`src/rtl/edabk_uart_fifo_lvl.sv`:
```
// edabk_uart_fifo_lvl: level-reporting synchronous FIFO for the UART TX/RX paths.
// Show-ahead read port, occupancy count, registered watermark flags, and a
// read+write on full that keeps the FIFO full without losing data.
// Optional sticky overflow/underflow flags (with clear_err) are built only when
// the macro EDABK_FIFO_ERR_FLAG_EN is defined.

`ifndef CFG_DATA_WIDTH
`define CFG_DATA_WIDTH 8
`endif

module edabk_uart_fifo_lvl #(
    parameter int DATA_WIDTH    = `CFG_DATA_WIDTH,
    parameter int ADDRESS_WIDTH = 4,
    parameter int AFULL_THRESH  = 2**ADDRESS_WIDTH - 2,
    parameter int AEMPTY_THRESH = 2
) (
    input  logic                    clk,
    input  logic                    reset,
    input  logic                    write,
    input  logic                    read,
    input  logic                    flush,
`ifdef EDABK_FIFO_ERR_FLAG_EN
    input  logic                    clear_err,
    output logic                    overflow,
    output logic                    underflow,
`endif
    input  logic [DATA_WIDTH-1:0]   write_data,
    output logic [DATA_WIDTH-1:0]   read_data,
    output logic                    empty,
    output logic                    full,
    output logic                    almost_empty,
    output logic                    almost_full,
    output logic [ADDRESS_WIDTH:0]  level
);

    localparam int DEPTH = 2**ADDRESS_WIDTH;
    localparam logic [ADDRESS_WIDTH:0] DEPTH_L   = (ADDRESS_WIDTH+1)'(DEPTH);
    localparam logic [ADDRESS_WIDTH:0] AFULL_L   = (ADDRESS_WIDTH+1)'(AFULL_THRESH);
    localparam logic [ADDRESS_WIDTH:0] AEMPTY_L  = (ADDRESS_WIDTH+1)'(AEMPTY_THRESH);

    logic [DATA_WIDTH-1:0]    mem_q [DEPTH];
    logic [ADDRESS_WIDTH-1:0] wptr_q, wptr_d;
    logic [ADDRESS_WIDTH-1:0] rptr_q, rptr_d;
    logic [ADDRESS_WIDTH:0]   level_q, level_d;
    logic                     empty_q, full_q, aempty_q, afull_q;
    logic                     rd_en, wr_en, mem_we;

    // Accept/reject decisions and next-state pointers and level; flush wins.
    always_comb begin
        rd_en   = read & ~empty_q;
        wr_en   = write & (~full_q | rd_en);
        wptr_d  = wptr_q;
        rptr_d  = rptr_q;
        level_d = level_q;
        mem_we  = 1'b0;
        if (flush) begin
            wptr_d  = '0;
            rptr_d  = '0;
            level_d = '0;
        end else begin
            if (wr_en) begin
                wptr_d = wptr_q + ADDRESS_WIDTH'(1);
                mem_we = 1'b1;
            end
            if (rd_en) begin
                rptr_d = rptr_q + ADDRESS_WIDTH'(1);
            end
            if (wr_en && !rd_en) begin
                level_d = level_q + (ADDRESS_WIDTH+1)'(1);
            end else if (rd_en && !wr_en) begin
                level_d = level_q - (ADDRESS_WIDTH+1)'(1);
            end
        end
    end

    // Pointers, level and flags; flags are derived from the next level so
    // they change on the same edge as the level itself.
    always_ff @(posedge clk or posedge reset) begin
        if (reset) begin
            wptr_q   <= '0;
            rptr_q   <= '0;
            level_q  <= '0;
            empty_q  <= 1'b1;
            full_q   <= 1'b0;
            aempty_q <= 1'b1;
            afull_q  <= 1'b0;
        end else begin
            wptr_q   <= wptr_d;
            rptr_q   <= rptr_d;
            level_q  <= level_d;
            empty_q  <= (level_d == '0);
            full_q   <= (level_d == DEPTH_L);
            aempty_q <= (level_d <= AEMPTY_L);
            afull_q  <= (level_d >= AFULL_L);
        end
    end

    // Storage array: written on accepted pushes only, never cleared.
    always_ff @(posedge clk) begin
        if (mem_we) begin
            mem_q[wptr_q] <= write_data;
        end
    end

    assign read_data    = empty_q ? '0 : mem_q[rptr_q];
    assign empty        = empty_q;
    assign full         = full_q;
    assign almost_empty = aempty_q;
    assign almost_full  = afull_q;
    assign level        = level_q;

`ifdef EDABK_FIFO_ERR_FLAG_EN
    logic ovf_q, udf_q;
    logic ovf_set, udf_set;

    // Error events: a push lost to a full FIFO, a pop from an empty one.
    always_comb begin
        ovf_set = write & full_q & ~rd_en & ~flush;
        udf_set = read & empty_q & ~write;
    end

    // Sticky error flags; a new event outranks a simultaneous clear.
    always_ff @(posedge clk or posedge reset) begin
        if (reset) begin
            ovf_q <= 1'b0;
            udf_q <= 1'b0;
        end else begin
            if (ovf_set) begin
                ovf_q <= 1'b1;
            end else if (clear_err) begin
                ovf_q <= 1'b0;
            end
            if (udf_set) begin
                udf_q <= 1'b1;
            end else if (clear_err) begin
                udf_q <= 1'b0;
            end
        end
    end

    assign overflow  = ovf_q;
    assign underflow = udf_q;
`endif

endmodule

```
`config.mk`:
```
export PLATFORM = sky130hd
export DESIGN_NAME = edabk_uart_fifo_lvl
export DESIGN_NICKNAME = d
export VERILOG_FILES = /design/src/rtl/edabk_uart_fifo_lvl.sv
export SDC_FILE = /design/constraint.sdc
export NUM_CORES = 1
export LEC_CHECK = 0
export ABC_AREA = 1
export CORE_ASPECT_RATIO = 1.25
export CORE_MARGIN = 3
export CORE_UTILIZATION = 45
export CTS_CLUSTER_SIZE = 25
export DETAILED_ROUTE_END_ITERATION = 16
export PLACE_DENSITY = 0.63
export SYNTH_ARGS = -nofsm -noshare
export SYNTH_HDL_FRONTEND = slang
export SYNTH_SLANG_ARGS = --single-unit
```
`constraint.sdc`:
```
create_clock -name clk -period 2.6 [get_ports clk]
set_input_delay 0.39 -clock clk [delete_from_list [all_inputs] [get_ports clk]]
set_output_delay 0.39 -clock clk [all_outputs]
set_load 0.01 [all_outputs]
```
Word level (Yosys, flattened, before mapping):

Memory sizes are Yosys's and may differ from the RTL's.
Index checks and enable logic that the tools add are counted.

* multiplexer cells: 12
* bitwise gates (word level): 5
* add/sub/neg operators: 4
* reductions and logical operators: 7
* $lt $le $gt $ge: 2
* equality and inequality tests: 1

Operator list (count)
* 4-bit 2-to-1 mux: 4
* 5-bit 2-to-1 mux: 3
* 4-bit by 1-bit adder with 4-bit output, second input constant: 2
* 8-bit 2-to-1 mux: 1
* 5-bit by 1-bit adder with 5-bit output, second input constant: 1
* 5-bit == test, second input constant: 1
* 5-bit by 4-bit >= comparator with 1-bit output, second input constant: 1
* 5-bit by 2-bit <= comparator with 1-bit output, second input constant: 1
* 5-bit zero test: 1
* 5-bit by 1-bit subtractor with 5-bit output, second input constant: 1
* 1-bit 2-to-1 mux: 4
* 2-bit nonzero test: 2
* 1-bit bitwise AND: 2
* 1-bit logical AND: 2
* 1-bit zero test: 2
* 1-bit NOT: 2
* 1-bit bitwise OR: 1

* input port bits: 13
* memories kept: 1
* memory bits (writable): 128
* output and inout port bits: 17
* register bits: 17
* word-level logic and storage cells: 39

Memory list
* mem_q: words 16, width 8, read ports 1, clocked after memory_dff 0, wr ports 1, RTL line 41 `logic [DATA_WIDTH-1:0] mem_q [DEPTH];`

Longest topological paths before layout:

* depth after elaboration: 10
* depth in mapped cells: 12
* depth with buffers taken out: 11

Worst setup path before layout:

OpenSTA, ideal clock, no wires.

* path kind: register to register
* start point: register empty_q (netlist: empty)
* end point: memory mem_q[11][0] (netlist bit), enable pin
* slack: 686 ps
* path buffers: 1
* stages on the path, launching flop included: 7
* period minus slack after synthesis: 1914 ps
* library setup time: 383 ps
* arrival time: 1531 ps
* data required time: 2217 ps
* cell sequence: dfstp_2 > buf_6 > inv_4 > nand2_8 > a21oi_4 > nand2_2 > nor3_1

* word-level cells in the longest chain between the ends: 8

Ends and longest elaborated chain
* from (decl): RTL line 45 `logic empty_q, full_q, aempty_q, afull_q;`
* from (signal assigned): RTL line 91 `empty_q <= (level_d == '0);`
* 1-bit NOT: RTL line 50 `rd_en = read & ~empty_q;`
* 1-bit bitwise AND: RTL line 50
* 1-bit bitwise OR: RTL line 51 `wr_en = write & (~full_q | rd_en);`
* 1-bit bitwise AND: RTL line 51
* 1-bit 2-to-1 mux: RTL line 61 `if (wr_en) begin`
* 1-bit 2-to-1 mux: RTL line 56 `if (flush) begin`
* 1-bit 2-to-1 mux: RTL line 100 `if (mem_we) begin`
* 1-bit 2-to-1 mux (implied by the code): RTL line 101 `mem_q[wptr_q] <= write_data;`
* to (decl): RTL line 41

Every way passes these cells.

Worst setup path in the final report:

* start point: register rptr_q[0]
* end point: output read_data[6]

* word-level cells in the longest chain between the ends: 2

Ends and longest elaborated chain
* from (decl): RTL line 43 `logic [ADDRESS_WIDTH-1:0] rptr_q, rptr_d;`
* from (signal assigned): RTL line 89 `rptr_q <= rptr_d;`
* memory 16 x 8 bit
* 8-bit 2-to-1 mux: RTL line 105 `assign read_data = empty_q ? '0 : mem_q[rptr_q];`
* to (decl): RTL line 28 `output logic [DATA_WIDTH-1:0] read_data,`

Every way passes these cells.

==> out/results.tsv <==
metric	value	unit
status	complete, no violations	
seq_area	4270	µm²
vias_per_cell	5.40	
clockRootBuffer	clkbuf_16	
antenna_left	0	
start_util	46.6	%
synth_cell_types	30	
required	2210	ps
vdd_drop_max	0.503	mV
yosysWarnings	0	
fp-row-count	47	
power_leakage	2.75	nW
use_met2	36.2	%
period_minus_slack	2520	ps
antenna_cells	0	
synthTopCellsByArea	edfxtp_1, nor2_1, dfrtp_1	
grt-ovfl-total	0	
top_usage_layer	met2	
dp_cells	747	
area_delta_synth_final	20.0	%
grt_max_degree	43	
cp-endpoint	read_data[6]	
ctsLongestPathBuffers	2	
wl_per_cell	18.7	µm
final_cells	781	
drv_cap	0	
synth_common_cells	edfxtp_1, nor2_1, o21ai_0, nand2_1, inv_1	
postCtsHoldBufs	0	
cp_cell_sequence	buf_4, clkbuf_16, nor2_1, nor2_1, a21oi_1, o21ai_1, nand3_1, a21oi_1, dlygate4sd2_1	
crit_start	rptr_q[0]$_DFFE_PP0P_	
powerDensity	831	nW/µm²
grt_pass1_wl	23000	µm
drt_iter0_markers	307	
worst_pin_slew	724	ps
worst_slew_margin_rel	51.7	%
synth.top_cell.area_share	61.6	%
utilization	55.9	%
skew	9.14	ps
setup_violations	0	
syn-num-nets	562	
crit_slowest_cell	dfrtp_2	
io_pins	30	
post-synth-top-count-cell	edfxtp_1	
h-tree-depth	4	
synth_area	6240	µm²
max_freq	397	MHz
critPathLaunchType	register	
io_buffers	29	
slowest_delay	450	ps
core-area	13400	µm²
finalCritPeriodShare	96.9	%
met3_usage	4.17	%
dr.pass1.iters	5	
cts_tree	done	
worst_ep_arrival_time	2130	ps
r2r-start	empty$_DFF_PP1_	
syn_inst	542	
n_fill_cell	1123	
wirelength	14600	µm
clk_latency	420	ps
hold_path_class	primary input to async pin	
nets	617	
dp_hpwl	9780	µm
numCtsBuffers	17	
synth_top_area_cell	edfxtp_1	
cp-end-kind	primary output	
r2r_cells	8	
vias	4220	
drive_above_1_share	16.7	%
place.gp.congestion	0.832	
die_w	111	µm
clk_pin_slew	60	ps
r2r-end	mem_q[12][6]$_DFFE_PP_	
synth-edff-count	128	
hold_violations	0	
ys_seq_area_share	68.4	%
avgSynthCellArea	11.5	µm²
fin_tns_setup	0	ps
dieArea	15300	µm²
grt_usage	19.8	%
grt_pass1_vias	4298	
multi_input_area	1660	µm²
die_height	138	µm
worstSetupPathType	register to primary output	
async_reset_ff_share	11.7	%
synthFlopType	edfxtp_1	
ys_ff_latch	145	
clock_sinks	145	
crit_fanout	21	
antenna_found_initial	0	
use_met1	23.6	%
r2r_setup_slack	660	ps
drc_errors	0	
maxSlewViolCount	0	
-- sequential cells by signal, indices dropped and copies added, names as in the netlist --
signal / cells
almost_empty: 1
almost_full: 1
empty: 1
full: 1
level: 5
mem_q: 128
rptr_q: 4
wptr_q: 4
-- layout by cell type (no fill, tap or decap), types with 2 or more instances in the layout --
master           instances
edfxtp_1               128
nor2_1                 115
o21ai_0                 46
nand2_1                 39
inv_1                   32
buf_4                   29
o21ai_1                 26
o211ai_1                25
nand3_1                 24
clkdlybuf4s50_1         21
clkbuf_16               18
a21oi_1                 15
dfrtp_1                 13
nor3_1                  11
inv_2                    8
ha_1                     7
inv_6                    7
nand3_2                  5
clkbuf_2                 5
a21oi_2                  4
inv_8                    4
buf_12                   4
nand2_2                  3
clkinv_4                 3
dfstp_2                  2
dlygate4sd2_1            2
dfrtp_2                  2
-- cell families after synthesis --
| family | synth area share (%) |
|---|---|
| flops | 68.4 |
| xor+xnor | 0.140 |
| compound gates | 10.7 |
| fa+ha+maj | 1.40 |
| simple gates | 14.2 |
| buf+inv | 5.19 |
-- power by group --
group | internal (W) | switching (W) | leakage (nW)
Combinational | 0.000445 | 0.000706 | 1.09
Clock | 0.00137 | 0.00102 | 0.292
Sequential | 0.00261 | 0.0000828 | 1.37
-- what timing repair did --
item	in CTS	in global routing
endpoints found under the hold margin	0	0
endpoints found under the setup margin	8	5
gates resized for setup	13	13
pin swaps	1	3
cloned	0	1
buffers inserted	0	1
-- per-stage QoR --
step,hold WS (ps),power [W],worst slack [ps],instance area (µm²)
after CTS,408,0.00625,-65.1,7470
after global routing,441,0.00651,-1.20,7490
after global placement,600,0.00385,202,6870
after detailed placement,606,0.00387,169,6870
after floorplan,315,0.00344,686,6240
final,390,0.00623,81.3,7490
-- worst min path at each step --
stage / cells after the start / slack (ps) / end
floorplan: 1 / 310 / almost_full$_DFF_PP0_
global placement: 3 / 600 / level[4]$_DFF_PP0_
detailed placement: 3 / 610 / level[4]$_DFF_PP0_
CTS: 2 / 410 / wptr_q[1]$_DFFE_PP0P_
global route: 2 / 440 / wptr_q[1]$_DFFE_PP0P_
finish: 2 / 390 / wptr_q[0]$_DFFE_PP0P_
-- routing by layer --
layer	vias up	wire, µm
li1	2016	-
met2	118	7760
met5	-	0
met3	21	579
met1	2065	5990
met4	0	291
-- worst max-delay path: cells and delay by family (launching register included) --
kind / cells / cell delay, ps
buffers and inverters: 3 / 650
DFF: 1 / 450
AOI/OAI and AO/OA: 3 / 330
and+or+nand+nor: 3 / 290
-- layout make-up --
type | count | area share (%)
multi-input cells | 328 | 22.2
clock inverters | 15 | 2.17
clock buffers | 17 | 5.68
flip-flops and latches | 145 | 57.0
well taps | 171 | 2.86
repair buffers | 64 | 8.00
inverters | 41 | 2.09
Note: power is estimated with default switching activity, not from simulation.
